==> src/rtl/npc_seq_ctrl.sv <==
// Multi-cycle NPC sequencer: owns PC, fetches, latches inst, writes back addi, halts on ebreak/illegal/timeout.
// 4 cycles per addi with zero-wait memory; FETCH holds if_req_valid until if_req_ready, WAIT bounded by FETCH_TIMEOUT.
module npc_seq_ctrl #(
   parameter logic [31:0] RESET_PC      = 32'h8000_0000,
   parameter int unsigned FETCH_TIMEOUT = 16
) (
   input  logic        clk,
   input  logic        rst,
   output logic        if_req_valid,
   input  logic        if_req_ready,
   output logic [31:0] if_addr,
   input  logic        if_rsp_valid,
   input  logic [31:0] if_rsp_data,
   output logic [31:0] inst,
   input  logic [6:0]  dec_opcode,
   input  logic [2:0]  dec_funct3,
   output logic        rf_wen,
   output logic [31:0] pc,
   output logic [31:0] retire_cnt,
   output logic        halted,
   output logic [1:0]  halt_cause
);

   typedef enum logic [2:0] {
      S_FETCH  = 3'd0,
      S_WAIT   = 3'd1,
      S_DECODE = 3'd2,
      S_WB     = 3'd3,
      S_HALT   = 3'd4
   } state_t;

   localparam logic [31:0] EBREAK_WORD = 32'h0010_0073;
   localparam logic [6:0]  OPC_OP_IMM  = 7'b0010011;
   localparam logic [2:0]  F3_ADDI     = 3'b000;
   localparam logic [7:0]  TMO_LAST    = 8'(FETCH_TIMEOUT - 1);

   localparam logic [1:0]  CAUSE_NONE    = 2'd0;
   localparam logic [1:0]  CAUSE_EBREAK  = 2'd1;
   localparam logic [1:0]  CAUSE_ILLEGAL = 2'd2;
   localparam logic [1:0]  CAUSE_TIMEOUT = 2'd3;

   state_t      state_q;
   logic [31:0] pc_q;
   logic [31:0] inst_q;
   logic [31:0] retire_q;
   logic        halted_q;
   logic [1:0]  cause_q;
   logic [7:0]  tmo_q;

   logic [31:0] pc_d;
   logic [31:0] retire_d;
   logic        is_ebreak;
   logic        is_addi;
   logic        tmo_hit;

   assign pc_d      = pc_q + 32'd4;
   assign retire_d  = retire_q + 32'd1;
   assign is_ebreak = (inst_q == EBREAK_WORD);
   assign is_addi   = (dec_opcode == OPC_OP_IMM) && (dec_funct3 == F3_ADDI);
   assign tmo_hit   = (tmo_q == TMO_LAST);

   always_ff @(posedge clk) begin
      if (rst) begin
         state_q  <= S_FETCH;
         pc_q     <= RESET_PC;
         inst_q   <= 32'd0;
         retire_q <= 32'd0;
         halted_q <= 1'b0;
         cause_q  <= CAUSE_NONE;
         tmo_q    <= 8'd0;
      end else begin
         case (state_q)
            S_FETCH: begin
               if (if_req_ready) begin
                  state_q <= S_WAIT;
                  tmo_q   <= 8'd0;
               end
            end
            S_WAIT: begin
               // A response on the last counted cycle beats the timeout.
               if (if_rsp_valid) begin
                  inst_q  <= if_rsp_data;
                  state_q <= S_DECODE;
               end else if (tmo_hit) begin
                  state_q  <= S_HALT;
                  halted_q <= 1'b1;
                  cause_q  <= CAUSE_TIMEOUT;
               end else begin
                  tmo_q <= tmo_q + 8'd1;
               end
            end
            S_DECODE: begin
               if (is_ebreak) begin
                  state_q  <= S_HALT;
                  halted_q <= 1'b1;
                  cause_q  <= CAUSE_EBREAK;
                  retire_q <= retire_d;
               end else if (is_addi) begin
                  state_q <= S_WB;
               end else begin
                  state_q  <= S_HALT;
                  halted_q <= 1'b1;
                  cause_q  <= CAUSE_ILLEGAL;
               end
            end
            S_WB: begin
               pc_q     <= pc_d;
               retire_q <= retire_d;
               state_q  <= S_FETCH;
            end
            S_HALT: begin
               state_q <= S_HALT;
            end
            default: begin
               state_q <= S_FETCH;
            end
         endcase
      end
   end

   // Gated by rst so neither strobe appears while the core is held in reset.
   assign if_req_valid = (state_q == S_FETCH) && !rst;
   assign rf_wen       = (state_q == S_WB) && !rst;
   assign if_addr      = pc_q;
   assign pc           = pc_q;
   assign inst         = inst_q;
   assign retire_cnt   = retire_q;
   assign halted       = halted_q;
   assign halt_cause   = cause_q;

endmodule

==> config.mk <==
export PLATFORM = sky130hd
export DESIGN_NAME = npc_seq_ctrl
export DESIGN_NICKNAME = d
export VERILOG_FILES = /design/src/rtl/npc_seq_ctrl.sv
export SDC_FILE = /design/constraint.sdc
export NUM_CORES = 1
export LEC_CHECK = 0
export ABC_AREA = 1
export CAP_MARGIN = 0
export CORE_ASPECT_RATIO = 1.25
export CORE_MARGIN = 2
export CORE_UTILIZATION = 48
export DETAILED_ROUTE_END_ITERATION = 8
export GPL_TIMING_DRIVEN = 0
export PLACE_DENSITY = 0.81
export SETUP_SLACK_MARGIN = 0.2
export SYNTH_ARGS = -nofsm -noshare
export SYNTH_HDL_FRONTEND = slang
export SYNTH_SLANG_ARGS = --single-unit
==> constraint.sdc <==
create_clock -name clk -period 2 [get_ports clk]
set_input_delay 0.4 -clock clk [delete_from_list [all_inputs] [get_ports clk]]
set_output_delay 0.4 -clock clk [all_outputs]
set_load 0.03 [all_outputs]
==> flow_summary.toml <==
[finish]
num-fill-cells = 1111
diodes = 0
drive_gt1_share_pct = 11.4
layout.nets = 1188
finalInstanceArea_um2 = 8430
synthToLayoutAreaGrowth_pct = 39.0

[sta]
final.period_utilization_pct = 89.2
hold_viol = 0
timing.fmax_ghz = 0.560
tightest_slew_ps = 701
max-slew-margin-rel_pct = 53.3
slew_violations = 0
skew_ps = 8.69
min_period_ps = 1780
rsz0062_at_grt = "yes"
setup_violations = 0

[worst_hold_path]
whs_endpoint = "inst[27]"
min_path_cells = 3
min_from = "if_rsp_valid"
hold_path.class = "primary input to flip-flop"

[synthesis]
synth.cell_area_um2 = 6070
avgSynthCellArea_um2 = 6.43
ys_warn_count = 0
synth_top_cell_by_area = "dfxtp_1"
synth_top_flop_cell = "dfxtp_1"
synth-edff-count = 0
syn_inst = 944
yosysMostFrequentCell = "nand2_1"
synth_top_area_share_pct = 35.6
ys_seq_area_share_pct = 35.6
synthTopCellsByArea = "dfxtp_1, nand2_1, nor2_1"
netlist-cell-type-count = 40
synth_commonest_cells = "nand2_1, nor2_1, dfxtp_1, inv_1, a21oi_1"
synth_seq_cells = 108
synth-async-reset-ratio_pct = 0

[global_route]
grt_use_total_pct = 25.8
overflow = 0
grt_max_degree = 17
grt_antenna_before_repair = 0
grt_first_pass_wirelength_mm = 28.5
grt_pass1_vias = 5997

[clocking]
cts_root_buffer = "clkbuf_16"
ctsHoldBuffers = 0
insertion_delay_ps = 350
cts_sinks = 108
clkSlewWorstSetupHoldPaths_ps = 70
cts_buffers = 9
cts_buffer_depth = 2
htree_num_levels = 3
cts_tree = "yes"

[power]
p_int_w = 0.00368
pwr-share-comb_pct = 20.4
cellPowerDensity_nw_per_um2 = 623
ir_drop_uv = 429
netSwitchingPower_w = 0.00157
power_frac_seq_pct = 44.7
p_clk_share_pct = 34.8
total_power_w = 0.00525
switching_share_pct = 29.9
power.leakage_nw = 4.03

[placed_design]
gp_congestion = 0.958
hpwl_mm = 13.9
io_buffer_count = 172
place_area_um2 = 8010

[detailed_routing]
ant_nets = 0
vias = 6737
post_drt_wl_per_cell_um = 13.9
vias_per_cell = 5.15
drc = 0
drtIter0Drc = 319
firstDrtPassIters = 5
routed_wl_mm = 18.2

[critical_path]
cp.buffers_inverters = 1
worst_ep_arrival_time_ps = 1380
r2r_end = "if_addr[18]"
r2r-start = "if_addr[3]"
max_stage_delay_ps = 680
reg2reg_slack_ps = 270
crit_type = "flip-flop to output pin"
crit_family = "buffers and inverters"
r2r_cells = 8
cp-start-kind = "flip-flop"
crit_chain = "clkdlybuf4s50_1"
slowest_stage = "clkdlybuf4s50_1"
endpoint_kind = "output pin"
required_ps = 1600
crit_path_max_fanout = 3

[die]
num_rows = 45
dieArea_um2 = 13600
fp.dieW_um = 105
start_util_pct = 49.6
core_area_um2 = 12200
fp.dieH_um = 130
pin_count = 179

[run]
max_cap_violations = 0

[status]
status = "finished, final reports clean"
==> registers in the layout, summed over array words and instances, names as in the netlist <==
name	count
halted	1
if_addr	30
halt_cause	2
state_q	3
retire_cnt	32
tmo_q	8
inst	32
==> worst max-delay path by stage <==
| stage | from | end | slack, ps | cells past startpoint |
|---|---|---|---|---|
| 2_1_floorplan | retire_cnt[1] | retire_cnt[30] | 200 | 10 |
| 3_3_place_gp | rst | if_req_valid | -420 | 4 |
| 3_5_place_dp | rst | if_req_valid | -410 | 4 |
| 4_1_cts | state_q[1] | rf_wen | 20 | 5 |
| 5_1_grt | if_addr[3] | if_addr[24] | 150 | 8 |
| 6_report | inst[18] | inst[18] | 220 | 1 |
==> cells in the final DEF, fill, tap and decap left out, types with 3 or more instances in the layout <==
cell type / instances
nor2_4: 6
clkbuf_16: 9
inv_1: 93
nand3_2: 4
nor3_4: 4
nand3b_1: 10
clkinv_2: 3
nor2_1: 124
o21ai_0: 32
dfxtp_1: 97
nand2_2: 4
a21oi_1: 86
clkbuf_1: 18
dfxtp_2: 10
inv_2: 5
clkdlybuf4s50_1: 44
dlymetal6s2s_1: 18
nor3_1: 29
conb_1: 4
xor2_1: 10
nand4_1: 11
nor2_2: 7
nand2_1: 241
buf_2: 4
nor3_2: 6
dlygate4sd2_1: 107
buf_4: 48
nand3_1: 75
==> per-layer routing <==
metal / vias to the layer above / wire [um] / GRT usage [%]
met4: 0 / 673 / 10.9
met2: 263 / 9120 / 46.4
met3: 50 / 1250 / 4.12
li1: 3388 / - / -
met1: 3036 / 7140 / 30.6
met5: - / 0 / 0
==> power by group through the flow <==
stage	Clock [W]	Combinational, W	Sequential (W)
floorplan	0	0.000507	0.00255
detailed placement	0	0.00108	0.00239
finish	0.00183	0.00107	0.00235
global route	0.00193	0.00117	0.00236
CTS	0.00184	0.00107	0.00234
global placement	0	0.00107	0.00239
==> cells by family after synthesis <==
group                    after synthesis  synth area share, %
AND/OR/NAND/NOR                      533                 38.8
other                                  1               0.0618
buffers and inverters                163                 12.7
XOR/XNOR                              11                 1.59
adder cells (fa/ha/maj)                3                0.619
AO/OA/AOI/OAI                        125                 10.6
flip-flops                           108                 35.6
==> worst register-to-register path, stage by stage (launching register included) <==
cell and delay [ps]:
dfxtp_2 410, ha_1 200, inv_1 100, nor3_4 220
nand3_1 170, nor2_2 160, nand2_1 140, o21ai_0 170
nor2_1 60
==> per-stage QoR <==
step,setup slack [ps],util [%],hold WS [ps],TNS (ps),std cells
finish,215,69.0,419,0,1307
global route,153,69.0,450,0,1307
CTS,24.0,67.1,419,0,1299
detailed placement,-410,65.5,438,-1630,1283
global placement,-420,65.5,435,-1580,1283
floorplan,201,-,462,0,947
==> cell type report <==
type,count,area (um^2),share of cell area (%)
multi-input combinational,676,3270,38.8
sequential,108,2180,25.8
timing repair buffer,181,1700,20.1
buffer,63,402,4.76
inverter,100,379,4.49
clock buffer,11,253,3.00
tap,164,205,2.43
clock inverter,4,48.8,0.579
==> what timing repair did <==
item / in CTS / in global routing
resized for setup: 128 / 60
pin swaps: 2 / 4
setup buffers: 1 / 8
setup endpoints to repair: 126 / 75
(Power assumes the default switching activity.)
